[config.mk]
export PLATFORM = sky130hd
export DESIGN_NAME = msec_bcd_timer
export DESIGN_NICKNAME = d
export VERILOG_FILES = /design/src/rtl/msec_timer_pkg.sv /design/src/rtl/tick_prescaler.sv /design/src/rtl/msec_bcd_timer.sv
export SDC_FILE = /design/constraint.sdc
export NUM_CORES = 1
export LEC_CHECK = 0
export BUFFER_PORTS_ARGS = -buffer_cell sky130_fd_sc_hd__buf_4
export CAP_MARGIN = 20
export CORE_MARGIN = 2
export CORE_UTILIZATION = 57
export DETAILED_ROUTE_END_ITERATION = 12
export PLACE_DENSITY = 0.81
export SYNTH_ARGS = -nofsm -noshare
export SYNTH_HDL_FRONTEND = slang
export SYNTH_SLANG_ARGS = --single-unit
export TNS_END_PERCENT = 50
[constraint.sdc]
create_clock -name clk_4m -period 3 [get_ports clk_4m]
set_input_delay 0.15 -clock clk_4m [delete_from_list [all_inputs] [get_ports clk_4m]]
set_output_delay 0.15 -clock clk_4m [all_outputs]
set_load 0.005 [all_outputs]
[src/rtl/msec_timer_pkg.sv]
// Shared definitions for the millisecond BCD time base: divider maths and digit type.
package msec_timer_pkg;

   localparam int DEF_Q_WIDTH = 4;

   // Digit type at the default BCD width; the top re-declares it at its own Q_WIDTH.
   typedef logic [DEF_Q_WIDTH-1:0] digit_t;

   function automatic int calc_div(input int clk_hz, input int tick_hz);
      return clk_hz / tick_hz;
   endfunction

   function automatic int pcnt_width(input int div);
      return ($clog2(div) < 1) ? 1 : $clog2(div);
   endfunction

endpackage

[src/rtl/tick_prescaler.sv]
// Divides clk_4m by DIV; tick_pre marks the edge on which the counter wraps.
module tick_prescaler
   import msec_timer_pkg::*;
#(
   parameter int DIV = 8
) (
   input  logic clk_4m,
   input  logic rst_n,
   input  logic en,
   input  logic clr,
   output logic tick_pre
);

   localparam int            PW   = pcnt_width(DIV);
   localparam logic [PW-1:0] LAST = PW'(DIV - 1);

   logic [PW-1:0] pcnt_q;
   logic [PW-1:0] pcnt_d;

   // NOTE: next-state defaults to the held value first, so no path leaves pcnt_d unassigned (no latch).
   always_comb begin
      pcnt_d = pcnt_q;
      if (clr)
         pcnt_d = '0;
      else if (en)
         pcnt_d = (pcnt_q == LAST) ? '0 : pcnt_q + PW'(1);
   end

   assign tick_pre = en & ~clr & (pcnt_q == LAST);

   // NOTE: non-blocking assignment keeps every register sampling pre-edge values.
   always_ff @(posedge clk_4m or negedge rst_n) begin
      if (!rst_n)
         pcnt_q <= '0;
      else
         pcnt_q <= pcnt_d;
   end

endmodule

[src/rtl/msec_bcd_timer.sv]
// Programmable-rate time base: a cascade of modulo-MOD digits stepped by a clock prescaler.
module msec_bcd_timer
   import msec_timer_pkg::*;
#(
   parameter int CLK_HZ     = 4000000,
   parameter int TICK_HZ    = 1000,
   parameter int Q_WIDTH    = 4,
   parameter int MOD        = 10,
   parameter int NUM_DIGITS = 4,
   parameter int WRAP       = 1
) (
   input  logic                          clk_4m,
   input  logic                          rst_n,
   input  logic                          en,
   input  logic                          clr,
   input  logic                          load,
   input  logic                          up_dn,
   input  logic [NUM_DIGITS*Q_WIDTH-1:0] load_val,
   output logic [NUM_DIGITS*Q_WIDTH-1:0] Q,
   output logic                          tick,
   output logic                          carry
);

   localparam int DIV = calc_div(CLK_HZ, TICK_HZ);

   typedef logic [Q_WIDTH-1:0] dig_t;
   localparam dig_t DMAX = dig_t'(MOD - 1);

   if (TICK_HZ < 1 || (CLK_HZ % TICK_HZ) != 0 || DIV < 2) begin : g_bad_div
      $error("CLK_HZ/TICK_HZ must be an integer >= 2");
   end
   if (MOD < 2 || MOD > (2 ** Q_WIDTH)) begin : g_bad_mod
      $error("MOD must lie in 2..2**Q_WIDTH");
   end
   if (NUM_DIGITS < 1) begin : g_bad_digits
      $error("NUM_DIGITS must be >= 1");
   end

   logic step;
   logic terminal;
   logic tick_q;
   logic carry_q;
   dig_t digit_q    [NUM_DIGITS];
   dig_t digit_step [NUM_DIGITS];
   dig_t digit_load [NUM_DIGITS];

   // clr and load both restart the prescaler and also veto a coincident step.
   tick_prescaler #(.DIV(DIV)) u_prescaler (
      .clk_4m   (clk_4m),
      .rst_n    (rst_n),
      .en       (en),
      .clr      (clr | load),
      .tick_pre (step)
   );

   // Carry/borrow ripples combinationally; surviving the last digit means terminal state.
   always_comb begin
      logic chain;
      chain = 1'b1;
      for (int i = 0; i < NUM_DIGITS; i++) begin
         digit_step[i] = digit_q[i];
         if (chain) begin
            if (up_dn) begin
               if (digit_q[i] == DMAX) begin
                  digit_step[i] = '0;
               end else begin
                  digit_step[i] = digit_q[i] + dig_t'(1);
                  chain         = 1'b0;
               end
            end else begin
               if (digit_q[i] == '0) begin
                  digit_step[i] = DMAX;
               end else begin
                  digit_step[i] = digit_q[i] - dig_t'(1);
                  chain         = 1'b0;
               end
            end
         end
      end
      terminal = chain;
   end

   always_comb begin
      for (int i = 0; i < NUM_DIGITS; i++) begin
         digit_load[i] = load_val[i*Q_WIDTH +: Q_WIDTH];
         if (digit_load[i] > DMAX)
            digit_load[i] = DMAX;
      end
   end

   always_ff @(posedge clk_4m or negedge rst_n) begin
      if (!rst_n) begin
         digit_q <= '{default: '0};
         tick_q  <= 1'b0;
         carry_q <= 1'b0;
      end else begin
         tick_q  <= 1'b0;
         carry_q <= 1'b0;
         if (clr) begin
            digit_q <= '{default: '0};
         end else if (load) begin
            digit_q <= digit_load;
         end else if (step) begin
            if (WRAP != 0 || !terminal)
               digit_q <= digit_step;
            tick_q  <= 1'b1;
            carry_q <= terminal;
         end
      end
   end

   for (genvar g = 0; g < NUM_DIGITS; g++) begin : g_q
      assign Q[g*Q_WIDTH +: Q_WIDTH] = digit_q[g];
   end

   assign tick  = tick_q;
   assign carry = carry_q;

endmodule

; After elaboration in Yosys (flattened, before gate mapping)
; Cells that the tools add are included.
[word_totals]
register_bits = 30
latchBits = 0
ram_bits = 0
rom_bits = 0
in_bits = 22
out_inout_bits = 18
elab_cells = 87
mem_count = 0
[classes]
n_addsub = 9
mul = 0
div_mod_pow = 0
n_lt_le_gt_ge = 4
n_eq_ne = 5
shifts = 0
n_mux = 46
bitwise = 4
n_reduce_logical = 12
[op_table]
columns = operator, n
row1 = 4-bit two-way mux, 19
row2 = 16-bit two-way mux, 3
row3 = 12-bit two-way mux, 3
row4 = 1-bit two-way mux, 21
row5 = "4-bit by 1-bit adder with 4-bit output, second input constant", 4
row6 = "4-bit equality test, second input constant", 4
row7 = "4-bit greater-than comparator, second input constant", 4
row8 = 4-bit zero test, 4
row9 = "4-bit by 1-bit subtractor with 4-bit output, second input constant", 4
row10 = "12-bit by 1-bit adder with 12-bit output, second input constant", 1
row11 = "12-bit equality test, second input constant", 1
row12 = 3-bit nonzero test, 4
row13 = 2-bit AND reduction, 3
row14 = 1-bit bitwise AND, 2
row15 = 2-bit nonzero test, 1
row16 = 1-bit NOT, 1
row17 = 1-bit bitwise OR, 1

; Logic depth before layout (Yosys ltp)
; Gate-level depths: netlist of run 1.
[logic_depth]
ltp_word = 9
mapped_depth = 8
ltp_nobuf = 7

; By module
; Synthesis of run 1 repeated with hierarchy kept, for this count alone.
[hier_totals]
cells_unflattened = 308
area_unflattened_um2 = 2506.2
[by_module_without_submodules]
columns = module, instances, cells_each, area_each_um2, seq_area_each_um2
row1 = msec_bcd_timer, 1, 237, 1841.8, 450.4
row2 = tick_prescaler, 1, 71, 664.4, 300.3

; Worst setup path after synthesis of run 1
; No wires, ideal clock.
[synth_timing]
path_kind = register to register
start = reg digit_q, in the netlist Q[0]
end = reg digit_q, in the netlist Q[12]
setup_ns = 0.104
arrival_time_ns = 2.074
t_required_ns = 2.896
slack_ns = 0.822
stages_incl_launch_ff = 8
n_path_buf = 0
synth_period_minus_slack_ns = 2.178
path_cell_list = dfrtp_1 inv_1 ha_1 or4b_2 o21ai_2 nand4_1 mux2i_1 a221oi_1
[synth_via]
elab_chain_len = 7
word_cells_on_any_way = 9
classes_between = 1 x eq/ne / 5 x mux / 3 x reduce/logical
[synth_lines]
columns = element, line
row1 = "start, declared", msec_bcd_timer.sv:43  ; dig_t digit_q [NUM_DIGITS];
row2 = "start signal, assigned", msec_bcd_timer.sv:102  ; digit_q <= digit_load;
row3 = "start signal, assigned", msec_bcd_timer.sv:105  ; digit_q <= digit_step;
row4 = 4-bit equality test or 4-bit zero test (tied branches), "msec_bcd_timer.sv:64, msec_bcd_timer.sv:71"
row5 = "1-bit two-way mux, on equally long branches", "msec_bcd_timer.sv:64, msec_bcd_timer.sv:71"
row6 = 1-bit two-way mux (*), msec_bcd_timer.sv:63  ; if (up_dn) begin
row7 = 1-bit two-way mux (*) (2 in a row), msec_bcd_timer.sv:62  ; if (chain) begin
row8 = 3-bit nonzero test (no line) (*), --
row9 = 2-bit AND reduction (no line) (*), --
; Mark *: on every way between the ends. The rest lies on a longest branch, timed or not.
; A chain may end at the register's enable or synchronous reset.

; Worst setup path after layout of run 1
[layout_timing]
start = reg digit_q, in the netlist Q[4]
end = reg digit_q, in the netlist Q[12]
; The elaborated chain is that of the path after synthesis.

==> out/metrics.cfg, run 1 <==
[global_routing]
grt_use_met3_pct=6.41
grt_max_degree=35
first_global_vias=2002
grt_pass1_wl_um=9030
gr-max-usage-layer=met2
gr-usage-met1_pct=36.3
grt_overflow_total=0
grt_util_met2_pct=39.9
track_usage_pct=25.9
grt_antenna_before_repair=0

[floorplan]
die_width_um=68.1
design.die.area_um2=4630
placeableCoreArea_um2=3970
fp-row-count=23
die_height_um=68.1
io_pins=40
initial_core_utilization_pct=58.9

[routing]
vias=2251
vias_per_cell=6.17
wl_per_cell_um=15.2
detailed_route_wire_length_um=5550
detail_route.drc_violations=0
route.antenna.remaining_nets=0
drtIter0Drc=146
drtPass1Iterations=4

[worst_setup_path]
ff2ff_setup_slack_ns=0.58
cp-start-kind=flip-flop
setup.worst_path.start=Q[4]$_DFFE_PN0P_
critical_path.endpoint_type=flip-flop
worst-setup-path-type=reg2reg
critPathRequiredTime_ns=3.19
rr_startpoint=Q[4]$_DFFE_PN0P_
data_arrival_at_the_endpoint_of_the_critical_path_ns=2.61
timing.critical_path.fanout_max=10
setup_crit_end=Q[12]$_DFFE_PN0P_
timing.reg2reg.worst_path_depth=7
r2r_end=Q[12]$_DFFE_PN0P_

[logic_synthesis]
postSynth.asyncResetShare_pct=100
synthesized_netlist_net_count=318
synth_top_cell_by_area=sky130_fd_sc_hd__dfrtp_1
synth_flop_cell=sky130_fd_sc_hd__dfrtp_1
postSynthCellCount=283
yosys.area.top_type_share_pct=32.1
ys_ff_latch=30
synth.cell_area_um2=2340
synth.top_cells.by_area=sky130_fd_sc_hd__dfrtp_1 32%, sky130_fd_sc_hd__ha_1 7.0%, sky130_fd_sc_hd__o21ai_0 4.7%
yosys_warnings=0
ys_seq_area_share_pct=32.1
synthDistinctLibCells=59
post_synth.cell_area_avg_um2=8.26
synth-edff-count=0

[status]
outcome=finished, final reports clean

[final_layout]
mostFrequentLayoutCells=40 x sky130_fd_sc_hd__buf_4, 30 x sky130_fd_sc_hd__dfrtp_1, 25 x sky130_fd_sc_hd__nor2_1
n_antenna_cell=0
nets=349
area_growth_pct=16.9
final_common_cell=sky130_fd_sc_hd__buf_4
post_route_cells_drive_above_1_share_pct=19.0
fillers=325
design_area_um2=2730

[clock_tree]
htree_levels=2
clk_transition_reported_paths_ns=0.06
post_cts.repair.setup_buffers=0
clockBufferDepth=2
clkLatencyLatePin_ns=0.29
cts.root.buffer_cell=sky130_fd_sc_hd__clkbuf_8
tritoncts=built
cts.sinks=30
numCtsBuffers=5

[timing]
setup_total_negative_slack_ns=0
rsz0062_at_grt=no
max_clock_freq_ghz=0.413
finalHoldViolCount=0
slew_violations=0
setup_violations=0
final.setup_skew_ns=0.00936
tmin_final_ns=2.42
slew-limit-headroom_pct=55.4
min_period_over_period_pct=80.7
tightest_slew_ns=0.665

[power_and_ir_drop]
power.total_uw=1070
peak_vdd_ir_uv=245
clock_power_share_pct=31.8
power.density_cell_area_nw_per_um2=393
seq_power_share_pct=43.7
total_leakage_power_uw=0.00121
net-switching-power_uw=337
combinationalPowerShare_pct=24.5
swShare_pct=31.4
cellInternalPower_uw=736

[placed_design]
gp_routability_congestion=0.897
placed_cell_area_um2=2630
io_buffers=39
dpl.hpwl_um=3930

[flow_run]
max_cap_violations=0

[hold_path]
timing.hold.worst.class=in2reg

[power by group through the flow]
stage / logic [uW] / clock network [uW] / registers [uW]
after floorplan: 174 / 0 / 459
after global placement: 255 / 0 / 474
after detailed placement: 261 / 0 / 475
after CTS: 263 / 348 / 468
after global routing: 296 / 361 / 474
final: 263 / 341 / 469
[cell type report]
| class | instances | area (um^2) | share of cell area, % |
|---|---|---|---|
| Clock inverter | 1 | 5.00 | 0.183 |
| Tap cell | 50 | 62.6 | 2.29 |
| Sequential cell | 30 | 751 | 27.5 |
| Clock buffer | 7 | 86.3 | 3.16 |
| Inverter | 15 | 56.3 | 2.06 |
| Multi-Input combinational cell | 221 | 1460 | 53.5 |
| Timing Repair Buffer | 41 | 310 | 11.4 |
[routing by layer]
metal	part of all wire, %	vias up	wire, um
met5	0	-	0
met4	1.0	0	57
met3	5.3	7	293
met2	46	64	2550
met1	48	1069	2650
li1	-	1111	-
[synth_stat cells, drive strengths merged, types with 6 or more instances]
| library cell | count |
|---|---|
| ha | 13 |
| dfrtp | 30 |
| inv | 15 |
| nor3 | 11 |
| mux2i | 7 |
| nand3 | 14 |
| clkbuf | 13 |
| nor2 | 25 |
| nand2 | 17 |
| a21oi | 17 |
| o21ai | 23 |
| a31oi | 6 |
[critical path, cell delays in order, from the launching register on]
cell and delay [ns]:
sky130_fd_sc_hd__dfrtp_1 0.48, sky130_fd_sc_hd__inv_1 0.13, sky130_fd_sc_hd__ha_1 0.20, sky130_fd_sc_hd__or3b_2 0.46, sky130_fd_sc_hd__a21oi_1 0.31, sky130_fd_sc_hd__nand4_1 0.31
sky130_fd_sc_hd__mux2i_1 0.20, sky130_fd_sc_hd__a221oi_1 0.24
[what timing repair did]
item	CTS	global route
hold buffers	1	0
gates resized for setup	0	0
hold endpoints to repair	30	0
[through the flow]
stage	hold WS [ns]	setup slack [ns]	instances	utilization, %
finish	0.0985	0.580	365	68.8
CTS	0.0903	0.579	365	68.8
detailed placement	0.102	0.596	356	66.3
floorplan	-0.146	0.822	283	-
global placement	0.104	0.665	356	66.3
global route	0.119	0.352	365	68.8
[flip-flops by register name, indices dropped and copies added, names as in the netlist]
name                flops
Q                      16
u_prescaler.pcnt_q     12
carry                   1
tick                    1
[cell families after synthesis]
| group | synth area share, % |
|---|---|
| flip-flops | 32.1 |
| AND/OR/NAND/NOR | 24.2 |
| AO/OA/AOI/OAI | 25.5 |
| adder cells (fa/ha/maj) | 6.96 |
| buffers and inverters | 5.40 |
| multiplexers | 3.96 |
| XOR/XNOR | 1.87 |
[how the worst min path moves through the flow]
stage | start | end | slack, ns | cells past startpoint
after floorplan | rst_n | Q[0]$_DFFE_PN0P_ | -0.15 | 0
after CTS | load_val[11] | Q[11]$_DFFE_PN0P_ | 0.09 | 3
final | load_val[11] | Q[11]$_DFFE_PN0P_ | 0.1 | 3
after global routing | load_val[11] | Q[11]$_DFFE_PN0P_ | 0.12 | 3
after detailed placement | rst_n | Q[4]$_DFFE_PN0P_ | 0.10 | 1
after global placement | rst_n | Q[5]$_DFFE_PN0P_ | 0.10 | 1
No activity file was read; power rests on OpenSTA's default activity.
==> inputs of run 2 (changes only) <==
--- a/config.mk
+++ b/config.mk
@@ -8,9 +8,9 @@
 export BUFFER_PORTS_ARGS = -buffer_cell sky130_fd_sc_hd__buf_4
 export CAP_MARGIN = 20
 export CORE_MARGIN = 2
-export CORE_UTILIZATION = 57
+export CORE_UTILIZATION = 51
 export DETAILED_ROUTE_END_ITERATION = 12
-export PLACE_DENSITY = 0.81
+export PLACE_DENSITY = 0.76
 export SYNTH_ARGS = -nofsm -noshare
 export SYNTH_HDL_FRONTEND = slang
 export SYNTH_SLANG_ARGS = --single-unit
==> constraint.sdc (replaced) <==
create_clock -name clk_4m -period 2.05 [get_ports clk_4m]
set_input_delay 0.1025 -clock clk_4m [delete_from_list [all_inputs] [get_ports clk_4m]]
set_output_delay 0.1025 -clock clk_4m [all_outputs]
set_load 0.005 [all_outputs]
==> out/metrics.cfg, run 2 (synthesis gave the netlist of run 1 again) <==
[timing]
tmin_final_ns=2.02  ; was 2.42 ns
final.setup_skew_ns=0.00820  ; was 0.00936 ns
setup_total_negative_slack_ns=0  ; unchanged
slew-limit-headroom_pct=66.0  ; was 55.4%
min_period_over_period_pct=98.5  ; was 80.7%
finalHoldViolCount=0  ; unchanged
tightest_slew_ns=0.506  ; was 0.665 ns
slew_violations=0  ; unchanged
rsz0062_at_grt=yes  ; was no
timing.final.ws_setup_ns=0.0313  ; was 0.580 ns
max_clock_freq_ghz=0.495  ; was 0.413 GHz
setup_violations=0  ; unchanged

[routing]
vias=2431  ; was 2251
detailed_route_wire_length_um=6410  ; was 5550 um
drtPass1Iterations=4  ; unchanged
vias_per_cell=6.03  ; was 6.17
wl_per_cell_um=15.9  ; was 15.2 um
drtIter0Drc=208  ; was 146
detail_route.drc_violations=0  ; unchanged
route.antenna.remaining_nets=0  ; unchanged

[power_and_ir_drop]
peak_vdd_ir_uv=464  ; was 245 uV
total_leakage_power_uw=0.00142  ; was 0.00121 uW
power.total_uw=1790  ; was 1070 uW
power.density_cell_area_nw_per_um2=570  ; was 393 nW/um^2

[worst_setup_path]
critical_path.endpoint_type=flip-flop  ; unchanged
timing.critical_path.fanout_max=9  ; was 10
rr_startpoint=Q[4]$_DFFE_PN0P_  ; unchanged
critPathRequiredTime_ns=2.28  ; was 3.19 ns
cp_cell_sequence=buf_4 > ha_1 > nand3_1 > a21oi_2 > buf_4 > or4_1 > a211oi_1 > a21o_1  ; was inv_1 > ha_1 > or3b_2 > a21oi_1 > nand4_1 > mux2i_1 > a221oi_1
r2r_end=Q[5]$_DFFE_PN0P_  ; was Q[12]$_DFFE_PN0P_
timing.reg2reg.worst_path_depth=8  ; was 7
critical-path-top-cell-by-count=sky130_fd_sc_hd__buf_4
cp-start-kind=flip-flop  ; unchanged
cp_slowest_stage_delay_ns=0.49  ; was 0.48 ns
data_arrival_at_the_endpoint_of_the_critical_path_ns=2.24  ; was 2.61 ns
crit_path_top_delay_cell=sky130_fd_sc_hd__or4_1  ; was sky130_fd_sc_hd__dfrtp_1
ff2ff_setup_slack_ns=0.03  ; was 0.58 ns
worst-setup-path-type=reg2reg  ; unchanged

[global_routing]
gr-usage-met1_pct=37.1  ; was 36.3%
track_usage_pct=26.4  ; was 25.9%
first_global_vias=2290  ; was 2002
grt_antenna_before_repair=0  ; unchanged
grt_pass1_wl_um=10800  ; was 9030 um
gr-max-usage-layer=met2  ; unchanged
grt_overflow_total=0  ; unchanged
grt_util_met2_pct=42.3  ; was 39.9%
grt_max_degree=31  ; was 35
grt_use_met3_pct=4.50  ; was 6.41%

[placed_design]
dpl.hpwl_um=4460  ; was 3930 um
numPlacedInstances=388  ; was 356
placed_cell_area_um2=2890  ; was 2630 um^2
gp_routability_congestion=0.830  ; was 0.897
place_ws_ns=-0.0443  ; was 0.596 ns
io_buffers=39  ; unchanged

[final_layout]
largest_reg_flops=16  ; unchanged
design_area_um2=3140  ; was 2730 um^2
final_common_cell=sky130_fd_sc_hd__buf_4  ; unchanged
area_growth_pct=34.4  ; was 16.9%
post_route_cells_drive_above_1_share_pct=31.9  ; was 19.0%
layout.cells.non_filler=403  ; was 365
multi_input_area_um2=1570  ; was 1460 um^2
nets=385  ; was 349
sequential_cell_area_um2=753  ; was 751 um^2
fillers=348  ; was 325
mostFrequentLayoutCells=73 x sky130_fd_sc_hd__buf_4, 28 x sky130_fd_sc_hd__dfrtp_1, 25 x sky130_fd_sc_hd__nor2_1  ; was 40 x sky130_fd_sc_hd__buf_4, 30 x sky130_fd_sc_hd__dfrtp_1, 25 x sky130_fd_sc_hd__nor2_1
n_antenna_cell=0  ; unchanged

[clock_tree]
htree_levels=2  ; unchanged
tritoncts=built  ; unchanged
cts.sinks=30  ; unchanged
clkLatencyLatePin_ns=0.29  ; about the same
numCtsBuffers=5  ; unchanged
clockBufferDepth=2  ; unchanged
cts.root.buffer_cell=sky130_fd_sc_hd__clkbuf_8  ; unchanged
clk_transition_reported_paths_ns=0.06  ; about the same

[floorplan]
fp-row-count=24  ; was 23
initial_core_utilization_pct=53.3  ; was 58.9%
design.die.area_um2=5140  ; was 4630 um^2
die_width_um=71.7  ; was 68.1 um
die_height_um=71.7  ; was 68.1 um
placeableCoreArea_um2=4380  ; was 3970 um^2
io_pins=40  ; unchanged

[hold_path]
worst_hold_path.endpoint=Q[11]$_DFFE_PN0P_  ; unchanged
timing.hold.worst.start=load_val[11]  ; unchanged
timing.hold.worst.class=in2reg  ; unchanged
min_delay_path_depth=3  ; unchanged

[flow_run]
max_cap_violations=0  ; unchanged

[status]
outcome=finished, final reports clean  ; unchanged

[run 2: through the flow]
stage | hold slack (ns) | utilization, %
final | 0.0467 | 71.7
after global routing | 0.0861 | 71.7
after floorplan | -0.193 | -
after global placement | 0.0627 | 65.8
after detailed placement | 0.0620 | 65.8
after CTS | 0.0432 | 68.9
[run 2: how the worst max path moves through the flow]
stage	startpoint	to	slack, ns
final	Q[4]$_DFFE_PN0P_	Q[5]$_DFFE_PN0P_	0.03
after global routing	Q[5]$_DFFE_PN0P_	Q[12]$_DFFE_PN0P_	-0.10
after CTS	Q[0]$_DFFE_PN0P_	Q[8]$_DFFE_PN0P_	0.003
after detailed placement	u_prescaler.pcnt_q[0]$_DFFE_PN0P_	Q[0]$_DFFE_PN0P_	-0.04
after global placement	u_prescaler.pcnt_q[0]$_DFFE_PN0P_	Q[0]$_DFFE_PN0P_	0.03
after floorplan	Q[0]$_DFFE_PN0P_	Q[12]$_DFFE_PN0P_	0.03
[run 2: final cells by class]
| class | count | area share (%) |
|---|---|---|
| inverters | 15 | 1.79 |
| flip-flops and latches | 30 | 24.0 |
| well taps | 52 | 2.07 |
| clock buffers | 7 | 2.75 |
| clock inverters | 1 | 0.955 |
| repair buffers | 77 | 18.6 |
| multi-input cells | 221 | 49.8 |
[run 2: metal layers]
metal / share of wire [%] / vias up
li1: - / 1187
met4: 0.83 / 0
met1: 44 / 1156
met2: 48 / 81
met5: 0 / -
met3: 6.9 / 7
[run 2: critical path, delay by kind of cell, from the launching register on]
kind                     cells  cell delay [ns]
AO/OA/AOI/OAI                3             0.43
buffers and inverters        2             0.31
flip-flops                   1             0.40
AND/OR/NAND/NOR              2             0.59
adder cells (fa/ha/maj)      1             0.23
[run 2: what timing repair did]
action / 4_1_cts / 5_1_grt
gates cloned: 0 / 1
gates resized for setup: 2 / 15
pin swaps: 0 / 2
hold buffers: 1 / 0
setup endpoints to repair: 1 / 20
endpoints found under the hold margin: 30 / 0
setup buffers: 0 / 5
[run 2: power breakdown]
group | leakage, uW | internal (uW) | switching (uW)
registers | 0.000401 | 621 | 26.1
clock network | 0.0000585 | 396 | 233
logic | 0.000963 | 249 | 267
